`src/rtl/serial_adder_pkg.sv`:
```
// serial_adder_pkg: shared state encoding for the bit-serial adder controller.
package serial_adder_pkg;

    typedef enum logic [1:0] {
        S_IDLE = 2'd0,
        S_RUN  = 2'd1,
        S_DONE = 2'd2
    } state_t;

endpackage

```
`src/rtl/full_adder.sv`:
```
// full_adder: single-bit combinational full adder cell shared by the serial datapath.
module full_adder (
    input  logic A,
    input  logic B,
    input  logic Cin,
    output logic S,
    output logic Cout
);

    assign S    = A ^ B ^ Cin;
    assign Cout = (A & B) | (Cin & (A ^ B));

endmodule

```
`src/rtl/serial_adder_ctrl.sv`:
```
// serial_adder_ctrl: sequences one full_adder LSB-first over WIDTH bits, one bit per clock.
module serial_adder_ctrl
    import serial_adder_pkg::*;
#(
    parameter int WIDTH = 8
) (
    input  logic             clk,
    input  logic             rst,
    input  logic             start,
    input  logic [WIDTH-1:0] a,
    input  logic [WIDTH-1:0] b,
    input  logic             cin,
    output logic             busy,
    output logic             done,
    output logic [WIDTH-1:0] sum,
    output logic             cout
);

    localparam int CNT_W = $clog2(WIDTH + 1);

    state_t             state_q, state_d;
    logic [WIDTH-1:0]   sh_a_q, sh_a_d;
    logic [WIDTH-1:0]   sh_b_q, sh_b_d;
    logic [WIDTH-2:0]   sum_sh_q, sum_sh_d;
    logic [WIDTH-1:0]   sum_q, sum_d;
    logic [CNT_W-1:0]   cnt_q, cnt_d;
    logic               carry_q, carry_d;
    logic               busy_q, busy_d;
    logic               done_q, done_d;
    logic               cout_q, cout_d;
    logic               fa_s, fa_cout;
    logic [WIDTH-1:0]   sum_full;
    logic               last_bit;

    full_adder u_fa (
        .A    (sh_a_q[0]),
        .B    (sh_b_q[0]),
        .Cin  (carry_q),
        .S    (fa_s),
        .Cout (fa_cout)
    );

    // The collect register holds only the WIDTH-1 bits finished so far; the
    // bit produced this cycle completes the word.
    assign sum_full = {fa_s, sum_sh_q};
    assign last_bit = (cnt_q == CNT_W'(WIDTH - 1));

    always_comb begin
        state_d  = state_q;
        sh_a_d   = sh_a_q;
        sh_b_d   = sh_b_q;
        sum_sh_d = sum_sh_q;
        sum_d    = sum_q;
        cnt_d    = cnt_q;
        carry_d  = carry_q;
        busy_d   = busy_q;
        done_d   = 1'b0;
        cout_d   = cout_q;
        case (state_q)
            S_IDLE: begin
                if (start) begin
                    sh_a_d  = a;
                    sh_b_d  = b;
                    carry_d = cin;
                    cnt_d   = '0;
                    busy_d  = 1'b1;
                    state_d = S_RUN;
                end
            end
            S_RUN: begin
                sh_a_d   = sh_a_q >> 1;
                sh_b_d   = sh_b_q >> 1;
                sum_sh_d = sum_full[WIDTH-1:1];
                carry_d  = fa_cout;
                cnt_d    = last_bit ? cnt_q : cnt_q + CNT_W'(1);
                if (last_bit) begin
                    sum_d   = sum_full;
                    cout_d  = fa_cout;
                    done_d  = 1'b1;
                    state_d = S_DONE;
                end
            end
            S_DONE: begin
                busy_d  = 1'b0;
                state_d = S_IDLE;
            end
            default: begin
                busy_d  = 1'b0;
                state_d = S_IDLE;
            end
        endcase
    end

    always_ff @(posedge clk) begin
        if (rst) begin
            state_q  <= S_IDLE;
            sh_a_q   <= '0;
            sh_b_q   <= '0;
            sum_sh_q <= '0;
            sum_q    <= '0;
            cnt_q    <= '0;
            carry_q  <= 1'b0;
            busy_q   <= 1'b0;
            done_q   <= 1'b0;
            cout_q   <= 1'b0;
        end else begin
            state_q  <= state_d;
            sh_a_q   <= sh_a_d;
            sh_b_q   <= sh_b_d;
            sum_sh_q <= sum_sh_d;
            sum_q    <= sum_d;
            cnt_q    <= cnt_d;
            carry_q  <= carry_d;
            busy_q   <= busy_d;
            done_q   <= done_d;
            cout_q   <= cout_d;
        end
    end

    assign busy = busy_q;
    assign done = done_q;
    assign sum  = sum_q;
    assign cout = cout_q;

endmodule

```
`config.mk`:
```
export PLATFORM = sky130hd
export DESIGN_NAME = serial_adder_ctrl
export DESIGN_NICKNAME = d
export VERILOG_FILES = /design/src/rtl/serial_adder_pkg.sv /design/src/rtl/full_adder.sv /design/src/rtl/serial_adder_ctrl.sv
export SDC_FILE = /design/constraint.sdc
export NUM_CORES = 1
export LEC_CHECK = 0
export ABC_AREA = 1
export BUFFER_PORTS_ARGS = -buffer_cell sky130_fd_sc_hd__clkbuf_2
export CORE_ASPECT_RATIO = 0.7
export CORE_UTILIZATION = 58
export CTS_CLUSTER_DIAMETER = 200
export DETAILED_ROUTE_END_ITERATION = 12
export PLACE_DENSITY = 0.82
export SKIP_LAST_GASP = 1
export SYNTH_ARGS = -nofsm -noshare
export SYNTH_HDL_FRONTEND = slang
export SYNTH_SLANG_ARGS = --single-unit
export TNS_END_PERCENT = 100
```
`constraint.sdc`:
```
create_clock -name clk -period 3.5 [get_ports clk]
set_input_delay 0.175 -clock clk [delete_from_list [all_inputs] [get_ports clk]]
set_output_delay 0.175 -clock clk [all_outputs]
set_load 0.005 [all_outputs]
```
Word level (Yosys, flattened, before mapping):

Cells that the tools add are included.

* reductions and logical operators: 8
* mux-type cells: 15
* add/subtract/negate cells: 1
* eq/ne operators: 5
* bitwise gates (word level): 6

Operators by type and width (count)
* 8-bit case mux with 2 select lines: 2
* 8-bit 2-to-1 mux: 2
* 4-bit 2-to-1 mux: 2
* 4-bit case mux with 2 select lines: 1
* 2-bit AND reduction: 4
* 2-bit inequality test, second input constant: 3
* 4-bit by 1-bit adder with 4-bit output, second input constant: 1
* 4-bit by 3-bit equality test with 1-bit output, second input constant: 1
* 2-bit 2-to-1 mux: 2
* 1-bit case mux with 2 select lines: 2
* 2-bit case mux with 2 select lines: 1
* 1-bit 2-to-1 mux: 3
* 3-bit AND reduction: 1
* 1-bit AND: 2
* 2-bit by 1-bit equality test with 1-bit output, second input constant: 1
* 2-bit zero test: 1
* 2-bit nonzero test: 1
* 2-bit OR reduction: 1
* 1-bit XOR: 2
* 1-bit NOT: 1
* 1-bit bitwise OR: 1

* word-level logic and storage cells: 45
* bits of input ports: 20
* output and inout bits: 11
* flip-flop bits (word level): 41

Logic depth before layout (Yosys ltp):

Gate-level depths: netlist of run 1.

* word-level depth: 4
* depth in mapped cells: 8
* mapped depth without buffers: 7

Hierarchy:

A second synthesis of run 1 with hierarchy kept.

* cells, all modules: 230
* area total of the unflattened synthesis: 1865.5 sq um

Modules (own cells, without submodules)
* serial_adder_ctrl: seq. area each 820.8 sq um, times used 1, area an instance 1845.5 sq um, cells an instance 229
* full_adder: seq. area each 0.0 sq um, times used 1, area an instance 20.0 sq um, cells an instance 1

Worst setup path before layout of run 1:

No wires, ideal clock.

* kind: reg2reg
* start point: reg cnt_q[0]
* end point: reg sum_q[1], in the netlist sum[1]
* arrival time: 1009 ps
* library setup time: 121 ps
* stages on the path, launching flop included: 7
* clock period less this slack: 1130 ps
* required time: 3379 ps
* path buffers: 0
* path slack: 2370 ps
* path through: dfxtp_1 -> ha_1 -> nand3_2 -> nor2_2 -> inv_2 -> nand3_1 -> o21ai_0

* longest elaborated chain between the ends: 2

RTL lines
* start, declared: RTL line serial_adder_ctrl.sv:26 `logic [CNT_W-1:0] cnt_q, cnt_d;`
* start signal, assigned: RTL line serial_adder_ctrl.sv:112 `cnt_q <= cnt_d;`
* 4-bit by 3-bit equality test with 1-bit output: RTL line serial_adder_ctrl.sv:46 `assign last_bit = (cnt_q == CNT_W'(WIDTH - 1));`
* 2-bit AND reduction (no source line)
* end signal, assigned: RTL line serial_adder_ctrl.sv:111 `sum_q <= sum_d;`
* end, declared: RTL line serial_adder_ctrl.sv:25 `logic [WIDTH-1:0] sum_q, sum_d;`

No other way between the ends.
A chain may end at the register's enable or synchronous reset.

Worst setup path in the final report of run 1:

* start point: reg state_q[0]
* end point: reg cnt_q[3]

* longest elaborated chain between the ends: 3
* elaborated cells on any way between the ends: 7
* classes of those cells: eq/ne (3); mux (1); reduce/logical (3)

RTL lines
* start, declared: RTL line serial_adder_ctrl.sv:21 `state_t state_q, state_d;`
* start signal, assigned: RTL line serial_adder_ctrl.sv:107 `state_q <= state_d;`
* 2-bit by 1-bit equality test with 1-bit output or 2-bit zero test (tied branches): RTL line serial_adder_ctrl.sv:59 `case (state_q)`
* 2-bit inequality test (no source line) or 2-bit nonzero test (tied branches)
* 3-bit AND reduction (no source line)

Parallel ways exist; a longest one is shown, timed or not.

==> results of run 1 <==
[per-stage QoR]
stage                     cells  utilization (%)  cell area, um^2  setup slack, ps
after detailed placement    288             65.9             1860             1890
after floorplan             232                -             1750             2370
after CTS                   296             68.8             1940             1880
after global placement      288             65.9             1860             1990
final                       296             68.8             1940             1900
after global routing        296             68.8             1940             1760
[synthesized netlist by cell type (all sizes together)]
cell and instances:
clkbuf 2, fa 1, nand4 1, nor2 39
o21ai 30, nand3 15, nand2 63, ha 1
or2 1, buf 8, a21oi 11, a211oi 1
dfxtp 41, inv 18
[worst max-delay path, cell delays in order (launching register included)]
cell	delay [ps]
dfxtp_1	390
inv_2	80
nor2_2	640
nand2_4	100
nand2_4	110
nand2_1	70
nand2_1	60
nor2_1	50
[routing by layer]
metal / global-route usage (%) / up-vias / share of wire [%]
li1: - / 793 / -
met1: 28.5 / 652 / 53
met2: 28.5 / 28 / 42
met3: 5.71 / 5 / 3.8
met4: 10.2 / 0 / 1.7
met5: 0 / - / 0
[power breakdown]
part           internal [mW]  switching [mW]
Sequential             0.497          0.0158
Clock                  0.138           0.155
Combinational         0.0440          0.0781
Total                  0.679           0.249
[worst paths after layout]
check                      to  slack [ps]  depth (start not counted)
hold reg to reg   sum_sh_q[5]         460                          2
setup reg to reg     cnt_q[3]        1900                          7
hold / removal      sh_b_q[7]         120                          3
setup / recovery     cnt_q[3]        1900                          7
[registers in the layout (all words and copies together) (netlist names)]
name and flops:
sh_a_q 8, sh_b_q 8, sum 8, sum_sh_q 7, cnt_q 4, state_q 2, busy 1, carry_q 1
cout 1, done 1
[final cells by class]
type,instances,area share (%)
tap,36,2.32
clock buffer,6,3.74
sequential,41,42.3
timing repair buffer,30,7.73
multi-input combinational,163,39.7
clock inverter,2,0.515
inverter,18,3.74
[cell families (layout without fill, tap and decap cells)]
logic type      Yosys count  after routing  synth area share (%)
compound gates           42             42                  12.2
simple gates            119            119                  30.0
fa+ha+maj                 2              2                  1.86
flops                    41             41                  46.9
buf+inv                  28             56                  9.01
==> metrics.txt, run 1 <==
number of levels the H-tree was split into 2; total power after layout 0.927 mW; LEAKAGE 0.919 nW; HPWL reported at the end of detailed placement 2.09 mm; required time of the worst setup path 3690 ps; Routability Congestion 0.720; maximum number of pins on one net before global-route repair 37; kind of end point of the critical path register; startpoint of the worst-slack reg-to-reg timing path state_q[0]; cell area power density 478 nW/um^2; worst clock skew 6.44 ps; Post-Synthesis Mean Instance Area 7.54 um^2; outcome complete, no violations; maximum net fanout on the critical path 20; number of different library cells in the post-synthesis netlist 25; sequential share of the synthesized area 46.9%; I/O Buffers 30; Slew HR 44.3%; final critical delay including setup and external delays 1600 ps; Fin. Hold Viols 0; # fillers 254; floorplan row count 16; worst-case clock buffer depth 2; average wire per cell in the routed design 10.7 um; number of antenna-violating nets in the routed design 0; most frequent cells in the layout 58 x nand2_1, 41 x dfxtp_1, 37 x nor2_1; detail-routed via count per cell 4.99; post-route DRC violation count 0; share of the synthesized area in the top cell type 46.9%; Congestion Overflow GR 0; Multi-input gate area 771 um^2; fraction of final layout cells with drive strength greater than 1 20.8%; hold slack 120 ps; All-Layer GR Usage 20.3%; classification of the worst setup path register to register; number of register bits inferred by synthesis 41; Area contributors post-synth dfxtp_1 47%, nand2_1 12%, nor2_1 7.9%; area grow syn2layout 11.0%; Top Ports 31; overall die area 3240 um^2; antenna violations before repair 0; clock-pin slew on the worst setup and hold paths 80 ps; die boundary width 67.6 um; min-delay worst type primary input to register; clock tree root driver cell clkbuf_8; clock sinks 41; share of the clock period used by the worst path 45.9%; CP startpoint state_q[0]; flip-flop and latch area 821 um^2; slew at the pin closest to its max-slew limit 834 ps; post-cts sizing count 0; Diodes inserted 0; largest vdd supply drop 0.233 mV; Post-Synthesis Cell Area 1750 um^2; sum of negative setup slack 0 ps; initial DRC count 85; total nets after synthesis 254; vias 1478; wire length of the first global-routing pass 4.65 mm; Final Slew Violations 0; count of mapped cells out of synthesis 232; data arrival time of the worst path 1800 ps; Max Cap Violations 0; worst-skew pair later-pin latency 290 ps; final count of negative-setup-slack endpoints 0; initial core utilization 62.0%; Pre-antenna DRT Iters 4; Layout Nets 281; Setup Fix Bufs, Post-CTS 0; hold wc startpoint b[7]; cell taking the most area after synthesis dfxtp_1; synth warn 0; most common library cell in the layout ignoring fill and taps nand2_1; RSZ-0062 raised after global routing false; final wirelength 3.16 mm; clock tree from TritonCTS yes; Achievable Freq 0.623 GHz; area of the placeable core 2820 um^2; count of hold-fix buffers inserted at cts 0; vertical die dimension 47.9 um; Inserted Clock Buffers 5; Worst setup SP type register; vias in the first global route 1058
Note: power is estimated with default switching activity, not from simulation.
==> run 2, diff against run 1 <==
- ABC_AREA: 1 -> 0
- CORE_UTILIZATION: 58 -> 54
- PLACE_DENSITY: 0.82 -> 0.78
- clock period: 3.5 -> 1.5 ns (I/O delays scaled with it)
==> metrics.txt, run 2 <==
outcome complete, no violations (unchanged); Internal 1.61 mW (was 0.679 mW); hold slack 8.55 ps (was 120 ps); met2 WL post-DR 1.62 mm (was 1.31 mm); LEAKAGE 0.837 nW (was 0.919 nW); part of the power in the clock network 33.5% (was 31.6%); floorplan row count 16 (unchanged); vias in the first global route 1389 (was 1058); share of the clock period used by the worst path 95.9% (was 45.9%); fin area 2020 um^2 (was 1940 um^2); sequential power share 55.2% (about the same); buffers and inverters on the worst path 1 (unchanged); min-delay worst type primary input to register (unchanged); Met3 Wirelength 192 um (was 121 um); post-route DRC violation count 0 (unchanged); highest signal layer in the routed design met4 (unchanged); final wirelength 3.60 mm (was 3.16 mm); fraction of power spent switching nets 24.3% (was 26.8%); Met1 Routed Length 1.75 mm (was 1.67 mm); clock sinks 41 (unchanged); Achievable Freq 0.695 GHz (was 0.623 GHz); Layout Nets 253 (was 281); net switching power 0.516 mW (was 0.249 mW); Placed Area 1910 um^2 (was 1860 um^2); Inserted Clock Buffers 5 (unchanged); minimum setup slack in the final design 61.3 ps (was 1900 ps); Worst setup SP type register (unchanged); post-cts sizing count 0 (unchanged); initial DRC count 90 (was 85); final count of negative-setup-slack endpoints 0 (unchanged); maximum net fanout on the critical path 18 (was 20); initial core utilization 58.8% (was 62.0%); Post-Synthesis Cell Area 1710 um^2 (was 1750 um^2); worst-skew pair later-pin latency 290 ps (about the same); number of antenna-violating nets in the routed design 0 (unchanged); most frequent cells in the layout 41 x dfxtp_1, 32 x nand2_1, 32 x a21oi_1 (was 58 x nand2_1, 41 x dfxtp_1, 37 x nor2_1); Diodes inserted 0 (unchanged); fraction of registers with async set/reset 0% (unchanged); fraction of final layout cells with drive strength greater than 1 21.6% (was 20.8%); average wire per cell in the routed design 13.5 um (was 10.7 um); detail-routed via count per cell 5.61 (was 4.99); Final Slew Violations 0 (unchanged); sequential share of the synthesized area 48.1% (was 46.9%); Congestion Overflow GR 0 (unchanged); kind of cell with the highest combined delay on the critical path compound AO/OA/AOI/OAI gates (was simple AND/OR/NAND/NOR gates); number of register bits inferred by synthesis 41 (unchanged); clock-pin slew on the worst setup and hold paths 70 ps (was 80 ps); Max Cap Violations 0 (unchanged); clock tree root driver cell clkbuf_8 (unchanged); leading cell type by number of instances after synthesis dfxtp_1 (was nand2_1); share of the synthesized area in the top cell type 48.1% (was 46.9%); worst-path cell chain ha_1 > and3b_1 > buf_4 > a21bo_1 > a21oi_1 (was inv_2 > nor2_2 > nand2_4 > nand2_4 > nand2_1 > nand2_1 > nor2_1); wire length of the first global-routing pass 6.21 mm (was 4.65 mm); total nets after synthesis 223 (was 254); maximum number of pins on one net before global-route repair 26 (was 37); number of levels the H-tree was split into 2 (unchanged); dpl ws 58.8 ps (was 1890 ps); area of the placeable core 2900 um^2 (was 2820 um^2); worst clock skew 2.12 ps (was 6.44 ps); vias 1499 (was 1478); vertical die dimension 49.1 um (was 47.9 um); Slew HR 78.4% (was 44.3%); worst-case clock buffer depth 2 (unchanged); synth warn 0 (unchanged); cell taking the most area after synthesis dfxtp_1 (unchanged); Logic pwr share 11.3% (was 13.2%); post-placement cell count 260 (was 288); fraction of the core area covered by cells at the end of the flow 69.4% (was 68.8%); HPWL reported at the end of detailed placement 2.58 mm (was 2.09 mm); final critical delay including setup and external delays 1440 ps (was 1600 ps); overall die area 3400 um^2 (was 3240 um^2); RSZ-0062 raised after global routing true (was false); required time of the worst setup path 1720 ps (was 3690 ps); Routability Congestion 0.777 (was 0.720); cell area power density 1050 nW/um^2 (was 478 nW/um^2); I/O Buffers 30 (unchanged); classification of the worst setup path register to register (unchanged); All-Layer GR Usage 23.3% (was 20.3%); largest vdd supply drop 0.670 mV (was 0.233 mV); Top Ports 31 (unchanged); count of flip-flops with a built-in enable after synthesis 0 (unchanged); antenna violations before repair 0 (unchanged); area grow syn2layout 18.0% (was 11.0%); most common library cells after synthesis 41 x dfxtp_1, 33 x a21oi_1, 32 x nand2_1 (was 58 x nand2_1, 41 x dfxtp_1, 37 x nor2_1); Crit-path slowest cell dfxtp_1 (was nor2_2); number of cells in the finished layout apart from fillers 267 (was 296); slew at the pin closest to its max-slew limit 324 ps (was 834 ps); total power after layout 2.12 mW (was 0.927 mW); kind of end point of the critical path register (unchanged); most common library cell in the layout ignoring fill and taps dfxtp_1 (was nand2_1); data arrival time of the worst path 1660 ps (was 1800 ps); CP max stage delay 340 ps (was 640 ps); sum of negative setup slack 0 ps (unchanged); top_reg_cell synth dfxtp_1 (unchanged); Setup Fix Bufs, Post-CTS 0 (unchanged); Post-Synthesis Mean Instance Area 8.50 um^2 (was 7.54 um^2); Area contributors post-synth dfxtp_1 48%, a21oi_1 9.7%, nand2_1 7.0% (was dfxtp_1 47%, nand2_1 12%, nor2_1 7.9%); number of different library cells in the post-synthesis netlist 28 (was 25); count of hold-fix buffers inserted at cts 0 (unchanged); count of mapped cells out of synthesis 201 (was 232); Pre-antenna DRT Iters 4 (unchanged); clock tree from TritonCTS yes (unchanged); die boundary width 69.2 um (was 67.6 um); Fin. Hold Viols 0 (unchanged)
## run 2: changes by cell type after synthesis, moves of 3 or more
cell      before  now
buf_2          2   10
nand2_1       58   32
inv_1         11    1
inv_2          6    0
a21oi_1       11   33
o21ai_1        3    0
nand2b_1       0    3
o21ai_0       27    1
a21bo_1        0    9
clkbuf_1       2    6
nor2_1        37   19
nand2_4        4    0
buf_6          4    0
a211oi_1       1   15
## run 2: area by class of cell
class | instances | area (um^2)
fillers | 240 | 887
clock buffers | 7 | 86.3
inverters | 1 | 3.75
flip-flops and latches | 41 | 821
multi-input cells | 141 | 815
well taps | 36 | 45.0
repair buffers | 41 | 245
## run 2: worst min-delay path, stage by stage
cell and delay, ps:
clkbuf_2 80, nand2_1 50, a211oi_1 50
## run 2: path summary, 6_finish.rpt
path,from,to,slack [ps],cells past startpoint
worst max-delay path,cnt_q[0],sum[7],60,5
worst min-delay path,a[3],sh_a_q[3],9,3
worst max register to register,cnt_q[0],sum[7],60,5
worst min register to register,sum_sh_q[0],sum_sh_q[0],480,2
## run 2: per-layer routing
layer,global-route usage (%),vias to the layer above
met2,36.7,34
met5,0,-
met1,30.5,703
li1,-,756
met3,7.02,6
met4,8.16,0
## run 2: logic make-up after synthesis
| logic type | Yosys count | share of synthesized area [%] |
|---|---|---|
| adders and majority gates | 2 | 1.90 |
| DFF | 41 | 48.1 |
| AOI/OAI and AO/OA | 65 | 25.3 |
| muxes | 1 | 0.586 |
| buffers and inverters | 19 | 5.35 |
| and+or+nand+nor | 73 | 18.8 |
## run 2: power by group through the flow
stage               registers [mW]  logic, mW  clock network [mW]
floorplan                     1.19      0.160                   0
global placement              1.19      0.227                   0
detailed placement            1.19      0.236                   0
CTS                           1.17      0.237               0.727
global route                  1.18      0.268               0.784
finish                        1.17      0.240               0.712
